===== config.mk =====
export PLATFORM = sky130hd
export DESIGN_NAME = pipe_ctrl
export DESIGN_NICKNAME = d
export VERILOG_FILES = /design/src/rtl/pipe_ctrl.sv
export SDC_FILE = /design/constraint.sdc
export NUM_CORES = 1
export LEC_CHECK = 0
export ABC_AREA = 1
export CAP_MARGIN = 15
export CORE_MARGIN = 1
export CORE_UTILIZATION = 30
export CTS_BUF_LIST = sky130_fd_sc_hd__clkbuf_16
export DETAILED_ROUTE_END_ITERATION = 10
export PLACE_DENSITY = 0.54
export SLEW_MARGIN = 5
export SYNTH_ARGS = -nofsm -noshare
export SYNTH_HDL_FRONTEND = slang
export SYNTH_SLANG_ARGS = --single-unit

===== constraint.sdc =====
create_clock -name clk_i -period 5 [get_ports clk_i]
set_input_delay 0.5 -clock clk_i [delete_from_list [all_inputs] [get_ports clk_i]]
set_output_delay 0.5 -clock clk_i [all_outputs]
set_load 0.005 [all_outputs]

===== src/rtl/pipe_ctrl.sv =====
// Y86-64 pipeline control: hazard detection, stage stall/bubble drive, IDLE/RUN/HALTED
// run-state machine and saturating performance counters.
module pipe_ctrl #(
    parameter int CNT_W = 32
) (
    input  logic             clk_i,
    input  logic             rst_i,
    input  logic             start_i,
    input  logic [3:0]       D_icode_i,
    input  logic [3:0]       d_srcA_i,
    input  logic [3:0]       d_srcB_i,
    input  logic [3:0]       E_icode_i,
    input  logic [3:0]       E_dstM_i,
    input  logic             e_Cnd_i,
    input  logic [3:0]       M_icode_i,
    input  logic [3:0]       m_stat_i,
    input  logic [3:0]       W_stat_i,
    output logic             F_stall_o,
    output logic             D_stall_o,
    output logic             D_bubble_o,
    output logic             E_bubble_o,
    output logic             M_bubble_o,
    output logic             W_stall_o,
    output logic [3:0]       cpu_stat_o,
    output logic             halted_o,
    output logic [CNT_W-1:0] cyc_cnt_o,
    output logic [CNT_W-1:0] lu_cnt_o,
    output logic [CNT_W-1:0] mis_cnt_o,
    output logic [CNT_W-1:0] ret_cnt_o
);
    localparam logic [3:0] SAOK = 4'h1, SHLT = 4'h2, SADR = 4'h3, SINS = 4'h4;
    localparam logic [3:0] IMRMOVQ = 4'h5, IJXX = 4'h7, IRET = 4'h9, IPOPQ = 4'hB;
    localparam logic [3:0] RNONE = 4'hF;
    localparam logic [CNT_W-1:0] CNT_ONE = CNT_W'(1);
    localparam logic [CNT_W-1:0] CNT_MAX = {CNT_W{1'b1}};

    typedef enum logic [1:0] {
        ST_IDLE   = 2'd0,
        ST_RUN    = 2'd1,
        ST_HALTED = 2'd2
    } state_t;

    state_t           r_state;
    state_t           w_state_next;
    logic [3:0]       r_stat;
    logic [CNT_W-1:0] r_cnt [4];
    logic [3:0]       w_inc;

    logic w_lu, w_ret, w_mis, w_flt_m, w_flt_w;

    assign w_lu    = (E_icode_i == IMRMOVQ || E_icode_i == IPOPQ) && (E_dstM_i != RNONE)
                     && (E_dstM_i == d_srcA_i || E_dstM_i == d_srcB_i);
    assign w_ret   = (D_icode_i == IRET) || (E_icode_i == IRET) || (M_icode_i == IRET);
    assign w_mis   = (E_icode_i == IJXX) && !e_Cnd_i;
    assign w_flt_m = (m_stat_i == SHLT) || (m_stat_i == SADR) || (m_stat_i == SINS);
    assign w_flt_w = (W_stat_i == SHLT) || (W_stat_i == SADR) || (W_stat_i == SINS);

    always_ff @(posedge clk_i) begin
        if (rst_i) begin
            r_state <= ST_IDLE;
            r_stat  <= SAOK;
        end else begin
            r_state <= w_state_next;
            if (r_state == ST_RUN && w_flt_w)
                r_stat <= W_stat_i;
        end
    end

    always_comb begin
        w_state_next = r_state;
        F_stall_o    = 1'b1;
        D_stall_o    = 1'b1;
        D_bubble_o   = 1'b0;
        E_bubble_o   = 1'b1;
        M_bubble_o   = 1'b1;
        W_stall_o    = 1'b1;
        cpu_stat_o   = SAOK;
        halted_o     = 1'b0;
        case (r_state)
            ST_IDLE: begin
                if (start_i)
                    w_state_next = ST_RUN;
            end
            ST_RUN: begin
                F_stall_o  = w_lu || w_ret;
                D_stall_o  = w_lu;
                D_bubble_o = w_mis || (w_ret && !w_lu);
                E_bubble_o = w_mis || w_lu;
                M_bubble_o = w_flt_m || w_flt_w;
                W_stall_o  = w_flt_w;
                if (w_flt_w)
                    w_state_next = ST_HALTED;
            end
            ST_HALTED: begin
                cpu_stat_o = r_stat;
                halted_o   = 1'b1;
            end
            default: w_state_next = ST_IDLE;
        endcase
    end

    // Counter order: cycles, load/use, mispredict, ret bubbles (ret masked by load/use).
    assign w_inc = {w_ret && !w_lu, w_mis, w_lu, 1'b1};

    for (genvar gi = 0; gi < 4; gi++) begin : g_cnt
        always_ff @(posedge clk_i) begin
            if (rst_i)
                r_cnt[gi] <= '0;
            else if (r_state == ST_RUN && w_inc[gi] && r_cnt[gi] != CNT_MAX)
                r_cnt[gi] <= r_cnt[gi] + CNT_ONE;
        end
    end

    assign cyc_cnt_o = r_cnt[0];
    assign lu_cnt_o  = r_cnt[1];
    assign mis_cnt_o = r_cnt[2];
    assign ret_cnt_o = r_cnt[3];
endmodule

# --- Yosys cells after proc, flatten, opt, wreduce, memory -nomap -nowiden ---
# Memory sizes are Yosys's and may differ from the RTL's.
# Index checks and enable logic that the tools add are counted.
op_classes:
  add_sub_neg: 4
  n_eq_ne: 23
  muxes: 29
  bitwise: 5
  n_reduce_logical: 28
ops:
  columns: ["cell", "n"]
  rows:
  - ["$add 32x1->32 const B", 4]
  - ["$mux 32", 4]
  - ["$ne 32x32->1 const B", 4]
  - ["$mux 1", 21]
  - ["$eq 4x2->1 const B", 4]
  - ["$eq 4x3->1 const B", 4]
  - ["$eq 4x4->1 const B", 4]
  - ["$logic_and 1x1->1", 12]
  - ["$logic_or 1x1->1", 12]
  - ["$eq 4x4->1", 2]
  - ["$pmux 2 s3", 1]
  - ["$mux 2", 2]
  - ["$mux 4", 1]
  - ["$ne 2x2->1 const B", 2]
  - ["$ne 4x4->1 const B", 1]
  - ["$or 1x1->1", 4]
  - ["$reduce_and 3->1", 1]
  - ["$eq 2x1->1 const B", 1]
  - ["$eq 2x2->1 const B", 1]
  - ["$logic_not 1->1", 2]
  - ["$logic_not 2->1", 1]
  - ["$not 1->1", 1]
totals:
  register_bits: 6
  ram_bits: 128
  in_bits: 36
  output_inout_bits: 139
  wordCells: 92
  n_memories: 1
memory_table:
  columns: ["name", "words", "width", "rd", "rd_ports_with_merged_regs", "wr", "line_no", "rtl"]
  rows:
  - ["r_cnt", 4, 32, 4, 0, 4, "46", "logic [CNT_W-1:0] r_cnt [4];"]

# --- Depth between registers and ports, before layout ---
# Gate-level depths: netlist (run 1).
depth:
  depth_word: 12
  mapped_depth: 11
  depth_no_buf: 10

# --- Worst setup path before layout (run 1) ---
# No wires, ideal clock.
synth_timing:
  path_type: "reg-to-reg"
  startpoint: "memory r_cnt[1][0]"
  endpoint: "memory r_cnt[1][0] (enable)"
  setup_ps: 478
  arrival_ps: 1829
  required_ps: 4522
  path_slack_ps: 2693
  stages_incl_launch_ff: 9
  n_path_buf: 0
  synth_period_minus_slack_ps: 2307
  path_cell_list: "edfxtp_1 -> ha_1 -> nand3_2 -> nor2_2 -> nand2_2 -> nor2_2 -> nand3_2 -> nand2_1 -> nand2_1"
synth_rtl:
  columns: ["element", "line_no"]
  rows:
  - ["from (decl)", "46"]

# --- Worst setup path after layout (run 1) ---
layout_timing:
  startpoint: "input E_dstM_i[1]"
  endpoint: "output F_stall_o"
layout_between:
  elab_chain_cells: 5
  elab_cells_between_ends: 8
  cone_classes: "3 x eq/ne; 1 x mux; 4 x reduce/logical"
layout_lines:
  columns: ["element", "line_no", "rtl"]
  rows:
  - ["from (decl)", "13", "input logic [3:0] E_dstM_i,"]
  - ["$ne 4x4->1 / $eq 4x4->1 (equally long branches)", "51, 52", null]
  - ["$logic_and 1x1->1 / $logic_or 1x1->1 (equally long branches)", "51, 52", null]
  - ["$logic_and 1x1->1 (*)", "52", "&& (E_dstM_i == d_srcA_i || E_dstM_i == d_srcB_i);"]
  - ["$logic_or 1x1->1 (*)", "85", "F_stall_o = w_lu || w_ret;"]
  - ["$mux 1 (*)", "79", "case (r_state)"]
  - ["to (decl)", "18", "output logic F_stall_o,"]
# Every way passes the cells marked *; elsewhere a longest branch is shown, timed or not.

==> results of run 1 <==
==> cells by family after synthesis <==
| kind of cell | count (synthesis) | synth area share (%) |
|---|---|---|
| flip-flops | 134 | 44.9 |
| XOR/XNOR | 71 | 7.04 |
| AND/OR/NAND/NOR | 723 | 37.8 |
| multiplexers | 1 | 0.113 |
| AO/OA/AOI/OAI | 43 | 2.48 |
| adder cells (fa/ha/maj) | 4 | 0.567 |
| buffers and inverters | 138 | 7.12 |
==> area by class of cell <==
| class | count | share of cell area, % |
|---|---|---|
| flip-flops and latches | 134 | 34.6 |
| well taps | 384 | 4.19 |
| clock inverters | 15 | 1.29 |
| multi-input cells | 842 | 37.0 |
| clock buffers | 17 | 3.71 |
| inverters | 120 | 3.93 |
| repair buffers | 177 | 15.3 |
==> power groups by stage <==
stage	clock [mW]	combinational (mW)	sequential (mW)
after floorplan	0	0.138	1.38
after global placement	0	0.317	1.40
after detailed placement	0	0.318	1.40
after CTS	1.28	0.320	1.38
after global routing	1.33	0.349	1.39
final	1.25	0.315	1.38
==> worst max-delay path, cell delays in order <==
cell	delay, ns
clkdlybuf4s50_1	0.53
inv_1	0.07
nand2_1	0.05
nand2_1	0.05
nor2_1	0.10
nand2_1	0.06
nand2_1	0.08
nand2_2	0.13
nand2_1	0.15
inv_1	0.07
nand3_1	0.06
clkdlybuf4s50_1	0.54
==> state kept, by name, summed over array words and instances, names as in the netlist <==
signal / flops
r_stat: 4
r_state: 2
r_cnt: 128
==> stage by stage <==
stage | utilization, % | setup slack, ns | hold slack (ns)
after global placement | 37.8 | 1.74 | 0.439
after detailed placement | 37.8 | 1.69 | 0.441
after floorplan | - | 2.69 | 0.421
final | 39.7 | 2.09 | 0.456
after global routing | 39.7 | 1.86 | 0.473
after CTS | 39.7 | 2.00 | 0.457
==> metal layers <==
layer / global-route usage, % / part of all wire (%)
met1: 22.5 / 48
met2: 27.4 / 47
met3: 3.64 / 4.7
met4: 4.28 / 0.72
met5: 0 / 0
==> layout by cell type, fill, tap and decap left out, drive strengths merged, types with 3 or more instances in the layout <==
cell type	synthesis	layout
or2	7	7
nand3	50	50
o21ai	7	7
and2	3	3
nand2	319	319
clkdlybuf4s50	0	173
nor2	220	220
a21oi	34	34
clkinvlp	0	3
clkbuf	3	17
buf	15	4
nor3b	3	3
clkinv	1	6
nand3b	23	23
bufinv	0	3
xnor2	29	29
inv	119	123
ha	4	4
edfxtp	128	128
xor2	42	42
nor3	71	71
dfxtp	6	6
and3	3	3
nand4	23	23
==> worst paths after layout <==
check,start,end,depth (start not counted)
setup / recovery,E_dstM_i[1],F_stall_o,12
hold / removal,r_stat[1],r_stat[1],2
setup reg to reg,r_cnt[3][0],r_cnt[3][17],8
hold reg to reg,r_stat[1],r_stat[1],2
==> impl_metrics.toml, run 1 <==
[run_status]
status = "complete, no violations"

[timing]
fin_tns_setup_ns = 0
fin_crit_ns = 2.91
max_slew_margin_pct = 46.6
worstMarginPinSlew_ns = 0.801
finClkSkew_ns = 0.00990
drv_slew = 0
hold_violations = 0
setup-violations-final = 0
rsz0062_at_grt = "false"
period_share_pct = 58.2
fmax_mhz = 343

[power_and_ir_drop]
power_frac_seq_pct = 46.8
p_per_area_nw_per_um2 = 256
intPower_mw = 2.22
finalPower_mw = 2.94
combPwrFrac_pct = 10.7
irDropWorstVdd_uv = 164
p_sw_mw = 0.717
p_clk_share_pct = 42.5
power_leakage_nw = 4.00
sw_frac_of_total_pct = 24.4

[setup_path]
regToRegSetupSlack_ns = 2.09
start_kind = "input pin"
required_ns = 4.50
crit_type = "input pin to output port"
arrival_ns = 2.41
path_max_fanout = 4
worstSetupEndpointType = "output port"

[clock_network]
cts_sinks = 134
clock_path_buffers = 2
cts_inserted_buffers = 17
holdBufCountCts = 0
cts.clk_slew.worst_paths_ns = 0.06
cts_root_buf = "clkbuf_16"
cts_tree = "done"
clk_latency_ns = 0.43
cts.htree.levels = 4
cts_setup_buffers = 0
postCtsResizedCells = 0

[synthesis]
yosysTopAreaCell = "edfxtp_1"
synth_area_leaders = "edfxtp_1 44%, nand2_1 13%, nor2_1 8.5%, inv_1 5.0%, xor2_1 4.2%"
synth_seq_cells = 134
synth_commonest_cells = "308 x nand2_1, 200 x nor2_1, 128 x edfxtp_1, 117 x inv_1, 57 x nor3_1"
synth_edf_count = 128
yosysMostFrequentCell = "nand2_1"
synth_warnings = 0
syn-num-nets = 1154
syn_avg_cell_area_um2 = 7.93
synth_cell_types = 40
syn_inst = 1114
synth_area_um2 = 8830
ys_async_sr_fraction_pct = 0
synth_top_area_share_pct = 43.5
seq_area_frac_synth_pct = 44.9
synth_ff_type = "edfxtp_1"

[floorplan]
io_pins = 175
initial_core_util_pct = 30.6
die-area_um2 = 30100
die_h_um = 174
num_rows = 62
core-area_um2 = 28900
die_w_um = 174

[place]
placedCellCount = 1657
portBuffers = 174
dp_hpwl_mm = 18.5
dpl_cell_area_um2 = 10900
place_congestion = 0.842

[finish]
fin_area_um2 = 11500
final_cells = 1689
finalNetCount = 1332
area_growth_pct = 29.8
drive_gt1_share_pct = 6.74
antenna_cells = 0
seq_area_um2 = 3960
final.fill_count = 3019
multi_input_area_um2 = 4240

[route]
drtIter0Drc = 529
via_count = 7852
drt_wl_total_mm = 24.7
viasPerCell = 4.65
drtPass1Iterations = 5
drc = 0
wl_per_cell_um = 14.6
ant_nets = 0

[grt]
grt_pass1_vias = 7584
grt_use_total_pct = 16.8
grt_max_degree = 37
grt-ovfl-total = 0
antenna_found_initial = 0
grt_pass1_wl_mm = 40.1

[flow_run]
cap_violations = 0

[min_path]
hold_class = "register to register"
Power figures use the tool's default switching activity.
==> inputs of run 2 (changes only) <==
--- a/config.mk
+++ b/config.mk
@@ -11,7 +11,7 @@
 export CORE_UTILIZATION = 30
 export CTS_BUF_LIST = sky130_fd_sc_hd__clkbuf_16
 export DETAILED_ROUTE_END_ITERATION = 10
-export PLACE_DENSITY = 0.54
+export PLACE_DENSITY = 0.56
 export SLEW_MARGIN = 5
 export SYNTH_ARGS = -nofsm -noshare
 export SYNTH_HDL_FRONTEND = slang
==> constraint.sdc (replaced) <==
create_clock -name clk_i -period 2.46 [get_ports clk_i]
set_input_delay 0.246 -clock clk_i [delete_from_list [all_inputs] [get_ports clk_i]]
set_output_delay 0.246 -clock clk_i [all_outputs]
set_load 0.005 [all_outputs]
==> run 2 against run 1 <==
Effect of this change:
- clock power grew 130%
- die area is the same
- count of clock-buffer cells in the layout is the same
- wire length grew 0.46%
- worst hold slack lost 0.10 ns
- largest power group is now clock
- highest routed layer unchanged
==> impl_metrics.toml, run 2 (synthesis results as in run 1) <==
[timing]
hold_violations = 0
worstMarginPinSlew_ns = 0.492
max_slew_margin_pct = 66.9
fmax_mhz = 432
rsz0062_at_grt = "false"
period_share_pct = 94.0
finClkSkew_ns = 0.0179
fin_crit_ns = 2.31
drv_slew = 0
setup-violations-final = 0
setup_ws_ns = 0.147
hold-worst-slack_ns = 0.356
fin_tns_setup_ns = 0

[setup_path]
required_ns = 2.21
regToRegSetupSlack_ns = 0.37
start_kind = "input pin"
path_max_fanout = 4
crit_path_max_incr_delay_ns = 0.50
r2r_cells = 9
worstSetupEndpointType = "output port"
reg2reg_from = "r_cnt[0][0]"
crit_type = "input pin to output port"
arrival_ns = 2.07
path_cells = "clkdlybuf4s50_1, inv_1, nor2_1, nand3_1, a21oi_1, nand2_4, nand2_1, inv_1, nand3_1, clkdlybuf4s50_1"
cp-startpoint = "E_icode_i[2]"
r2r-end = "r_cnt[0][20]"
cpMaxStageDelayCell = "clkdlybuf4s50_1"

[route]
viasPerCell = 4.64
ant_nets = 0
via_count = 7898
drtIter0Drc = 543
wl_per_cell_um = 14.6
drtPass1Iterations = 5
drt_wl_total_mm = 24.8
drc = 0

[finish]
final_cells = 1701
final_core_util_pct = 40.5
fin_area_um2 = 11700
finalNetCount = 1344
drive_gt1_share_pct = 8.12
top_regs = "r_cnt x128, r_stat x4, r_state x2"
top_register = "r_cnt"
final_cell_mix = "308 x nand2_1, 200 x nor2_1, 170 x clkdlybuf4s50_1, 128 x edfxtp_1, 118 x inv_1"
area_growth_pct = 32.3
final.fill_count = 2944
final_common_cell = "nand2_1"
multi_input_area_um2 = 4250
seq_area_um2 = 3960
antenna_cells = 0
largest_register_ffs = 128

[place]
dp_hpwl_mm = 18.3
place_congestion = 0.883
place_worst_setup_slack_ns = 0.107
placedCellCount = 1669
portBuffers = 174
dpl_cell_area_um2 = 11000

[grt]
grt_pass1_wl_mm = 40.2
grt_use_total_pct = 16.7
grt_pass1_vias = 7576
grt-ovfl-total = 0
grt_max_degree = 36
antenna_found_initial = 0

[min_path]
hp-start = "rst_i"
hold_class = "input pin to register"
holdPathStages = 3
hold_end = "r_stat[0]"

[clock_network]
cts.htree.levels = 4
clk_latency_ns = 0.43
clock_path_buffers = 2
holdBufCountCts = 0
cts.clk_slew.worst_paths_ns = 0.06
cts_root_buf = "clkbuf_16"
cts_inserted_buffers = 17
cts_sinks = 134
cts_tree = "done"

[power_and_ir_drop]
power_leakage_nw = 4.15
irDropWorstVdd_uv = 380
p_per_area_nw_per_um2 = 537
finalPower_mw = 6.28

[floorplan]
core-area_um2 = 28900
initial_core_util_pct = 30.6
die-area_um2 = 30100
num_rows = 62
io_pins = 175
die_h_um = 174
die_w_um = 174

[flow_run]
cap_violations = 0

[run_status]
status = "complete, no violations"
run 2: cell types whose count changed in the layout (fill, tap and decap cells not counted):
cell,before,now
buf_12,0,5
clkdlybuf4s50_1,173,170
dlymetal6s2s_1,0,3
inv_1,121,118
clkinv_1,5,1
buf_4,3,10
clkinv_2,1,2
inv_6,0,3
clkinvlp_4,3,0
bufinv_16,3,4
nand2_2,10,9
nand2_4,1,2
clkinv_4,0,5
run 2: repair_timing:
action | 4_1_cts | 5_1_grt
gates resized for setup | 0 | 4
endpoints found under the setup margin | 0 | 2
setup buffers | 0 | 0
run 2: power breakdown:
part	internal, mW	switching, mW
clock	1.71	1.11
sequential	2.62	0.165
combinational	0.355	0.317
total	4.69	1.59
run 2: cell type report:
class                           count  share of cell area, %
Tap cell                          384                   4.11
Inverter                          120                   3.85
Multi-Input combinational cell    842                   36.3
Sequential cell                   134                   33.9
Clock inverter                     15                   1.74
Clock buffer                       17                   3.64
Timing Repair Buffer              189                   16.4
run 2: critical path, delay by kind of cell:
family	cells	cell delay, ns
AOI/OAI and AO/OA	1	0.22
buffers and inverters	4	1.08
and+or+nand+nor	5	0.52
run 2: worst max-delay path by stage:
stage | cells after the start | endpoint
5_1_grt | 12 | E_bubble_o
3_5_place_dp | 12 | F_stall_o
3_3_place_gp | 12 | F_stall_o
2_1_floorplan | 8 | r_cnt[1][0]
6_report | 10 | F_stall_o
4_1_cts | 12 | F_stall_o
run 2: per-layer routing:
metal	GRT usage, %	share of wire (%)	routed length (um)	vias to the layer above
met5	0	0	0	-
met4	4.53	0.97	242	0
met3	3.03	5.0	1240	15
met2	27.2	46	11400	198
met1	22.7	48	11900	3671
li1	-	-	-	4014
==> inputs of run 3 (changes only) <==
--- a/config.mk
+++ b/config.mk
@@ -12,7 +12,6 @@
 export CTS_BUF_LIST = sky130_fd_sc_hd__clkbuf_16
 export DETAILED_ROUTE_END_ITERATION = 10
 export PLACE_DENSITY = 0.56
-export SLEW_MARGIN = 5
 export SYNTH_ARGS = -nofsm -noshare
 export SYNTH_HDL_FRONTEND = slang
 export SYNTH_SLANG_ARGS = --single-unit
==> results of run 3 <==
Final layout, timing and power as in run 2 (identical DEF).
